===== src/rtl/rtl_result_fifo_pkg.sv =====
// Shared types for the result FIFO: the buffered entry layout and default sizing.
package rtl_fifo_pkg;

  localparam int RESULT_W          = 5;
  localparam int RESULT_FIFO_DEPTH = 4;

  typedef struct packed {
    logic [RESULT_W-1:0] data;
    logic                orr;
    logic                andr;
  } result_entry_t;

endpackage


===== src/rtl/rtl_result_fifo_if.sv =====
// Producer/consumer handshake bundle of the result FIFO, plus its occupancy/transfer status.
interface rtl_result_fifo_if
  import rtl_fifo_pkg::*;
#(
  parameter int WIDTH = RESULT_W,
  parameter int DEPTH = RESULT_FIFO_DEPTH,
  parameter int CNT_W = 16
);
  localparam int OCC_W = $clog2(DEPTH + 1);

  logic             enq_valid;
  logic             enq_ready;
  logic [WIDTH-1:0] enq_data;
  logic             enq_orr;
  logic             enq_andr;
  logic             deq_valid;
  logic             deq_ready;
  logic [WIDTH-1:0] deq_data;
  logic             deq_orr;
  logic             deq_andr;
  logic [OCC_W-1:0] count;
  logic [CNT_W-1:0] xfer_count;

  // master drives entries in and drains them; slave is the FIFO itself
  modport master (
    output enq_valid, enq_data, enq_orr, enq_andr, deq_ready,
    input  enq_ready, deq_valid, deq_data, deq_orr, deq_andr, count, xfer_count
  );

  modport slave (
    input  enq_valid, enq_data, enq_orr, enq_andr, deq_ready,
    output enq_ready, deq_valid, deq_data, deq_orr, deq_andr, count, xfer_count
  );

endinterface


===== src/rtl/rtl_result_fifo.sv =====
// Result buffer behind ready/valid: holds (xor result, orr, andr) entries and drains them in order.
module rtl_result_fifo
  import rtl_fifo_pkg::*;
#(
  parameter int WIDTH = RESULT_W,
  parameter int DEPTH = RESULT_FIFO_DEPTH,
  parameter int CNT_W = 16
) (
  input logic          CLK,
  input logic          ASYNCRESET,
  rtl_result_fifo_if.slave fifo
);

  localparam int IDX_W = $clog2(DEPTH);
  localparam int PTR_W = IDX_W + 1;
  localparam int OCC_W = $clog2(DEPTH + 1);

  result_entry_t    mem [DEPTH];
  result_entry_t    head;
  logic [PTR_W-1:0] wr_ptr;
  logic [PTR_W-1:0] rd_ptr;
  logic [OCC_W-1:0] count_q;
  logic [CNT_W-1:0] xfer_q;
  logic             empty;
  logic             full;
  logic             enq_fire;
  logic             deq_fire;

  // Pointers carry an extra wrap bit so full and empty are distinguishable.
  assign empty = (wr_ptr == rd_ptr);
  assign full  = (wr_ptr[IDX_W-1:0] == rd_ptr[IDX_W-1:0]) &&
                 (wr_ptr[IDX_W] != rd_ptr[IDX_W]);

  assign fifo.enq_ready = !full && !ASYNCRESET;
  assign fifo.deq_valid = !empty;
  assign enq_fire       = fifo.enq_valid && fifo.enq_ready;
  assign deq_fire       = fifo.deq_valid && fifo.deq_ready;

  // Storage is not reset; the output mux masks stale contents when nothing is held.
  assign head          = mem[rd_ptr[IDX_W-1:0]];
  assign fifo.deq_data = fifo.deq_valid ? head.data : '0;
  assign fifo.deq_orr  = fifo.deq_valid && head.orr;
  assign fifo.deq_andr = fifo.deq_valid && head.andr;

  assign fifo.count      = count_q;
  assign fifo.xfer_count = xfer_q;

  always_ff @(posedge CLK) begin
    if (enq_fire) begin
      mem[wr_ptr[IDX_W-1:0]] <= '{data: fifo.enq_data, orr: fifo.enq_orr, andr: fifo.enq_andr};
    end
  end

  always_ff @(posedge CLK or posedge ASYNCRESET) begin
    if (ASYNCRESET) begin
      wr_ptr  <= '0;
      rd_ptr  <= '0;
      count_q <= '0;
      xfer_q  <= '0;
    end else begin
      if (enq_fire) begin
        wr_ptr <= wr_ptr + 1'b1;
        xfer_q <= xfer_q + 1'b1;
      end
      if (deq_fire) begin
        rd_ptr <= rd_ptr + 1'b1;
      end
      case ({enq_fire, deq_fire})
        2'b10:   count_q <= count_q + 1'b1;
        2'b01:   count_q <= count_q - 1'b1;
        default: count_q <= count_q;
      endcase
    end
  end

endmodule


===== src/flat_wrapper.sv =====
// flat-port wrapper written by rule: the top's interface ports become plain ports
module rtl_result_fifo_flat import rtl_fifo_pkg::*;
#(
  parameter int WIDTH = RESULT_W,
  parameter int DEPTH = RESULT_FIFO_DEPTH,
  parameter int CNT_W = 16
)
  (CLK, ASYNCRESET, fifo_enq_valid, fifo_enq_data, fifo_enq_orr, fifo_enq_andr, fifo_deq_ready, fifo_enq_ready, fifo_deq_valid, fifo_deq_data, fifo_deq_orr, fifo_deq_andr, fifo_count, fifo_xfer_count);
  rtl_result_fifo_if #(.WIDTH(WIDTH), .DEPTH(DEPTH), .CNT_W(CNT_W)) fifo_i ();
  input logic CLK;
  input logic ASYNCRESET;
  input wire logic [$bits(fifo_i.enq_valid)-1:0] fifo_enq_valid;
  input wire logic [$bits(fifo_i.enq_data)-1:0] fifo_enq_data;
  input wire logic [$bits(fifo_i.enq_orr)-1:0] fifo_enq_orr;
  input wire logic [$bits(fifo_i.enq_andr)-1:0] fifo_enq_andr;
  input wire logic [$bits(fifo_i.deq_ready)-1:0] fifo_deq_ready;
  output wire logic [$bits(fifo_i.enq_ready)-1:0] fifo_enq_ready;
  output wire logic [$bits(fifo_i.deq_valid)-1:0] fifo_deq_valid;
  output wire logic [$bits(fifo_i.deq_data)-1:0] fifo_deq_data;
  output wire logic [$bits(fifo_i.deq_orr)-1:0] fifo_deq_orr;
  output wire logic [$bits(fifo_i.deq_andr)-1:0] fifo_deq_andr;
  output wire logic [$bits(fifo_i.count)-1:0] fifo_count;
  output wire logic [$bits(fifo_i.xfer_count)-1:0] fifo_xfer_count;
  assign fifo_i.enq_valid = fifo_enq_valid;
  assign fifo_i.enq_data = fifo_enq_data;
  assign fifo_i.enq_orr = fifo_enq_orr;
  assign fifo_i.enq_andr = fifo_enq_andr;
  assign fifo_i.deq_ready = fifo_deq_ready;
  assign fifo_enq_ready = fifo_i.enq_ready;
  assign fifo_deq_valid = fifo_i.deq_valid;
  assign fifo_deq_data = fifo_i.deq_data;
  assign fifo_deq_orr = fifo_i.deq_orr;
  assign fifo_deq_andr = fifo_i.deq_andr;
  assign fifo_count = fifo_i.count;
  assign fifo_xfer_count = fifo_i.xfer_count;
  rtl_result_fifo #(.WIDTH(WIDTH), .DEPTH(DEPTH), .CNT_W(CNT_W)) u_core (.CLK(CLK), .ASYNCRESET(ASYNCRESET), .fifo(fifo_i));
endmodule

===== config.mk =====
export PLATFORM = sky130hd
export DESIGN_NAME = rtl_result_fifo_flat
export DESIGN_NICKNAME = d
export VERILOG_FILES = /design/src/rtl/rtl_result_fifo_pkg.sv /design/src/rtl/rtl_result_fifo_if.sv /design/src/rtl/rtl_result_fifo.sv /design/src/flat_wrapper.sv
export SDC_FILE = /design/constraint.sdc
export NUM_CORES = 1
export LEC_CHECK = 0
export ABC_AREA = 1
export BUFFER_PORTS_ARGS = -buffer_cell sky130_fd_sc_hd__buf_4
export CAP_MARGIN = 20
export CELL_PAD_IN_SITES_DETAIL_PLACEMENT = 0
export CELL_PAD_IN_SITES_GLOBAL_PLACEMENT = 1
export CORE_UTILIZATION = 40
export DETAILED_ROUTE_END_ITERATION = 10
export GPL_TIMING_DRIVEN = 0
export PLACE_DENSITY = 0.71
export SETUP_SLACK_MARGIN = 0.1
export SYNTH_ARGS = -nofsm -noshare
export SYNTH_HDL_FRONTEND = slang
export SYNTH_SLANG_ARGS = --single-unit

===== constraint.sdc =====
create_clock -name CLK -period 2.7 [get_ports CLK]
set_input_delay 0.27 -clock CLK [delete_from_list [all_inputs] [get_ports CLK]]
set_output_delay 0.27 -clock CLK [all_outputs]
set_load 0.03 [all_outputs]

==> key figures <==
Synthesis
  – Synth Area in Compound Gates: 0.0702
  – Number of library cell types mapped by synthesis: 27
  – Seq/Total Area, Yosys: 0.541
  – Number of synthesized flops with an enable pin: 28
  – Adder-cell share of the synthesized area: 0.0397
  – Post-synthesis register bit count: 53
  – Yosys warning count: 0
  – Most frequently used flop master after synthesis: edfxtp_1
  – Largest family of logic cells by synthesized area: simple AND/OR/NAND/NOR gates
  – Post-Syn Nets: 315
  – XOR/XNOR Fraction of Synth Area: 0.0323
  – Simple logic cell fraction of the synthesized area: 0.224
  – Fraction of registers with async set or reset after synthesis: 0.472
  – Mux cell area share after synthesis: 0.00416
  – Mapped Area: 2710 µm²
  – Post-Synthesis Cells: 296
  – Avg Synthesized Cell Area: 9.16 µm²

Worst setup path
  – Critical Path RT: 2.89 ns
  – Crit path max-delay family: adder cells
  – CP Cell Sequence: buf_4 -> inv_4 -> nand2_1 -> nand2_2 -> nand3_4 -> nand2_2 -> inv_1 -> ha_1 -> fa_1 -> a21oi_1 -> o21ai_0 -> xnor2_1
  – CP bufs+invs: 3
  – CP most frequent cell: nand2_2
  – Crit-path slowest cell: dfrtp_1
  – Crit end category: flop
  – Critical path class: reg2reg
  – Worst path max stage delay: 0.39 ns
  – Startpoint Class: flop
  – Arr. time, crit path: 2.50 ns
  – Crit-path max FO: 10

Timing
  – Fin. max-slew vios: 0
  – Clock skew: 0.0111 ns
  – Final setup violation count: 0
  – RSZ-0062 raised after global routing: no
  – Fin crit period: 2.31 ns
  – Worst Tran Pin Value: 0.810 ns
  – Fmax: 434 MHz
  – Count of final hold-check violations: 0
  – Slew margin rel.: 0.458
  – Tcrit/Tclk final: 0.854

Cells and area
  – Nets: 359
  – Share of layout cells above drive strength 1: 0.205
  – Register area: 1470 µm²
  – Design Area, Final: 3180 µm²
  – Layout area overhead: 17.4%
  – Multi-input gate area: 1000 µm²
  – Fill count: 632
  – Commonest non-fill, non-tap cell in the layout: nand2_1
  – N_diodes: 0
  – Most frequent cells in the layout: nand2_1, inv_1, buf_4

CTS
  – # hold bufs at CTS: 0
  – CTS resizes: 0
  – Clock slew at reported path FFs: 0.11 ns
  – Clk_lat worst skew: 0.31 ns
  – # Post-CTS Setup Buffers: 0
  – CTS buffer count: 5
  – CTS sink count: 53
  – H-tree levels: 2
  – Clock buffer depth: 2
  – CTS tree: done
  – CTS root buf: clkbuf_8

Power and ir drop
  – Total power: 3160 µW
  – Pwr Density: 993 nW/µm²
  – Max VDD drop: 0.403 mV
  – LEAKAGE: 0.00140 µW

GRT
  – Total GRT Usage: 0.164
  – Vias in the first global route: 1887
  – Initial antenna violation count: 0
  – Total grt overflow: 0
  – Global-route wire length before repair: 8.98 mm
  – Largest net degree at the start of global routing: 35

Place
  – Post-DP HPWL: 3.78 mm
  – Placed cell area: 3090 µm²
  – Placer's final routability congestion estimate: 0.769
  – I/O Buffers: 37

Route
  – Detailed Routing Iterations Pass 1: 7
  – Total number of vias: 2035
  – Remaining DRCs: 6
  – Routed WL: 5.41 mm
  – DRT iter0 DRCs: 52
  – Antenna Violating Nets Remaining: 0
  – Vias per cell: 4.87
  – Routed wire length per instance: 12.9 µm

Die
  – CORE AREA: 6460 µm²
  – Horiz. Die Dim: 84.3 µm
  – Die outline height: 84.3 µm
  – Io pins: 39
  – Die area: 7110 µm²
  – Num rows: 29
  – Starting Density: 0.420

Status
  – Status: finished, violations left
  – Failing checks: design-rule violations

Min path
  – HP Class: in2reg

Job
  – Max-cap violations: 0
==> power by group <==
| group | internal (µW) | switching, µW |
|---|---|---|
| registers | 1000 | 141 |
| clock network | 189 | 277 |
| logic | 570 | 982 |
| total | 1760 | 1400 |
==> per-layer routing <==
metal	GRT usage	routed length [µm]
met1	0.207	2450
met2	0.284	2720
met3	0.0324	185
met4	0.0517	63
met5	0	0
==> Yosys cell counts (3+ instances only) <==
master / count / area [µm²]
ha_1: 7 / 87.6
xor2_1: 3 / 26.3
buf_2: 3 / 15.0
edfxtp_1: 28 / 841
nand2_1: 71 / 267
inv_1: 42 / 158
o21ai_0: 16 / 80.1
o21ai_2: 7 / 61.3
dfrtp_1: 25 / 626
nor2_1: 34 / 128
buf_4: 3 / 22.5
o22ai_1: 7 / 43.8
nand3_1: 14 / 70.1
nand4_1: 12 / 75.1
xnor2_1: 7 / 61.3
nand2_2: 3 / 18.8
==> cell type report <==
| class | count | area share |
|---|---|---|
| Sequential cell | 53 | 0.461 |
| Tap cell | 77 | 0.0303 |
| Buffer | 10 | 0.0216 |
| Inverter | 45 | 0.0539 |
| Clock buffer | 5 | 0.0216 |
| Multi-Input combinational cell | 188 | 0.316 |
| Timing Repair Buffer | 37 | 0.0873 |
| Clock inverter | 3 | 0.00826 |
==> logic make-up after synthesis <==
logic type               Yosys count
AND/OR/NAND/NOR                  138
buffers and inverters             55
flip-flops                        53
AO/OA/AOI/OAI                     31
XOR/XNOR                          10
adder cells (fa/ha/maj)            8
multiplexers                       1
==> registers in the layout (all words and copies together) (netlist names) <==
name,count
u_core.mem,28
u_core.fifo.count,3
u_core.rd_ptr,3
u_core.fifo.xfer_count,16
u_core.wr_ptr,3
==> worst register-to-register path: cells and delay by family (launching register included) <==
kind                     cells  cell delay (ns)
XOR/XNOR                     1             0.14
AO/OA/AOI/OAI                2             0.24
adder cells (fa/ha/maj)      2             0.61
flip-flops                   1             0.39
buffers and inverters        3             0.35
AND/OR/NAND/NOR              4             0.48
==> stage by stage <==
stage                      util  setup TNS [ns]  hold WS, ns  cells  setup WS [ns]
final                     0.492               0        0.151    418          0.393
after global placement    0.478           -4.17        0.463    410         -0.593
after CTS                 0.492               0        0.144    418          0.356
after floorplan               -               0        0.369    296          0.474
after global routing      0.492               0        0.136    418          0.179
after detailed placement  0.478               0        0.473    410          0.174
==> final timing paths <==
path / from / cells after the start / to / slack (ns)
min in group asynchronous: ASYNCRESET / 3 / u_core.fifo.xfer_count[7] / 0.34
setup reg to reg: u_core.rd_ptr[1] / 12 / u_core.fifo.count[2] / 0.39
hold / removal: fifo_enq_data[1] / 1 / u_core.mem[3][3] / 0.15
hold reg to reg: u_core.fifo.count[2] / 1 / u_core.fifo.count[2] / 0.48
setup / recovery: u_core.rd_ptr[1] / 12 / u_core.fifo.count[2] / 0.39
max in group asynchronous: ASYNCRESET / 3 / u_core.rd_ptr[1] / 1.85
Note: power is estimated with default switching activity, not from simulation.
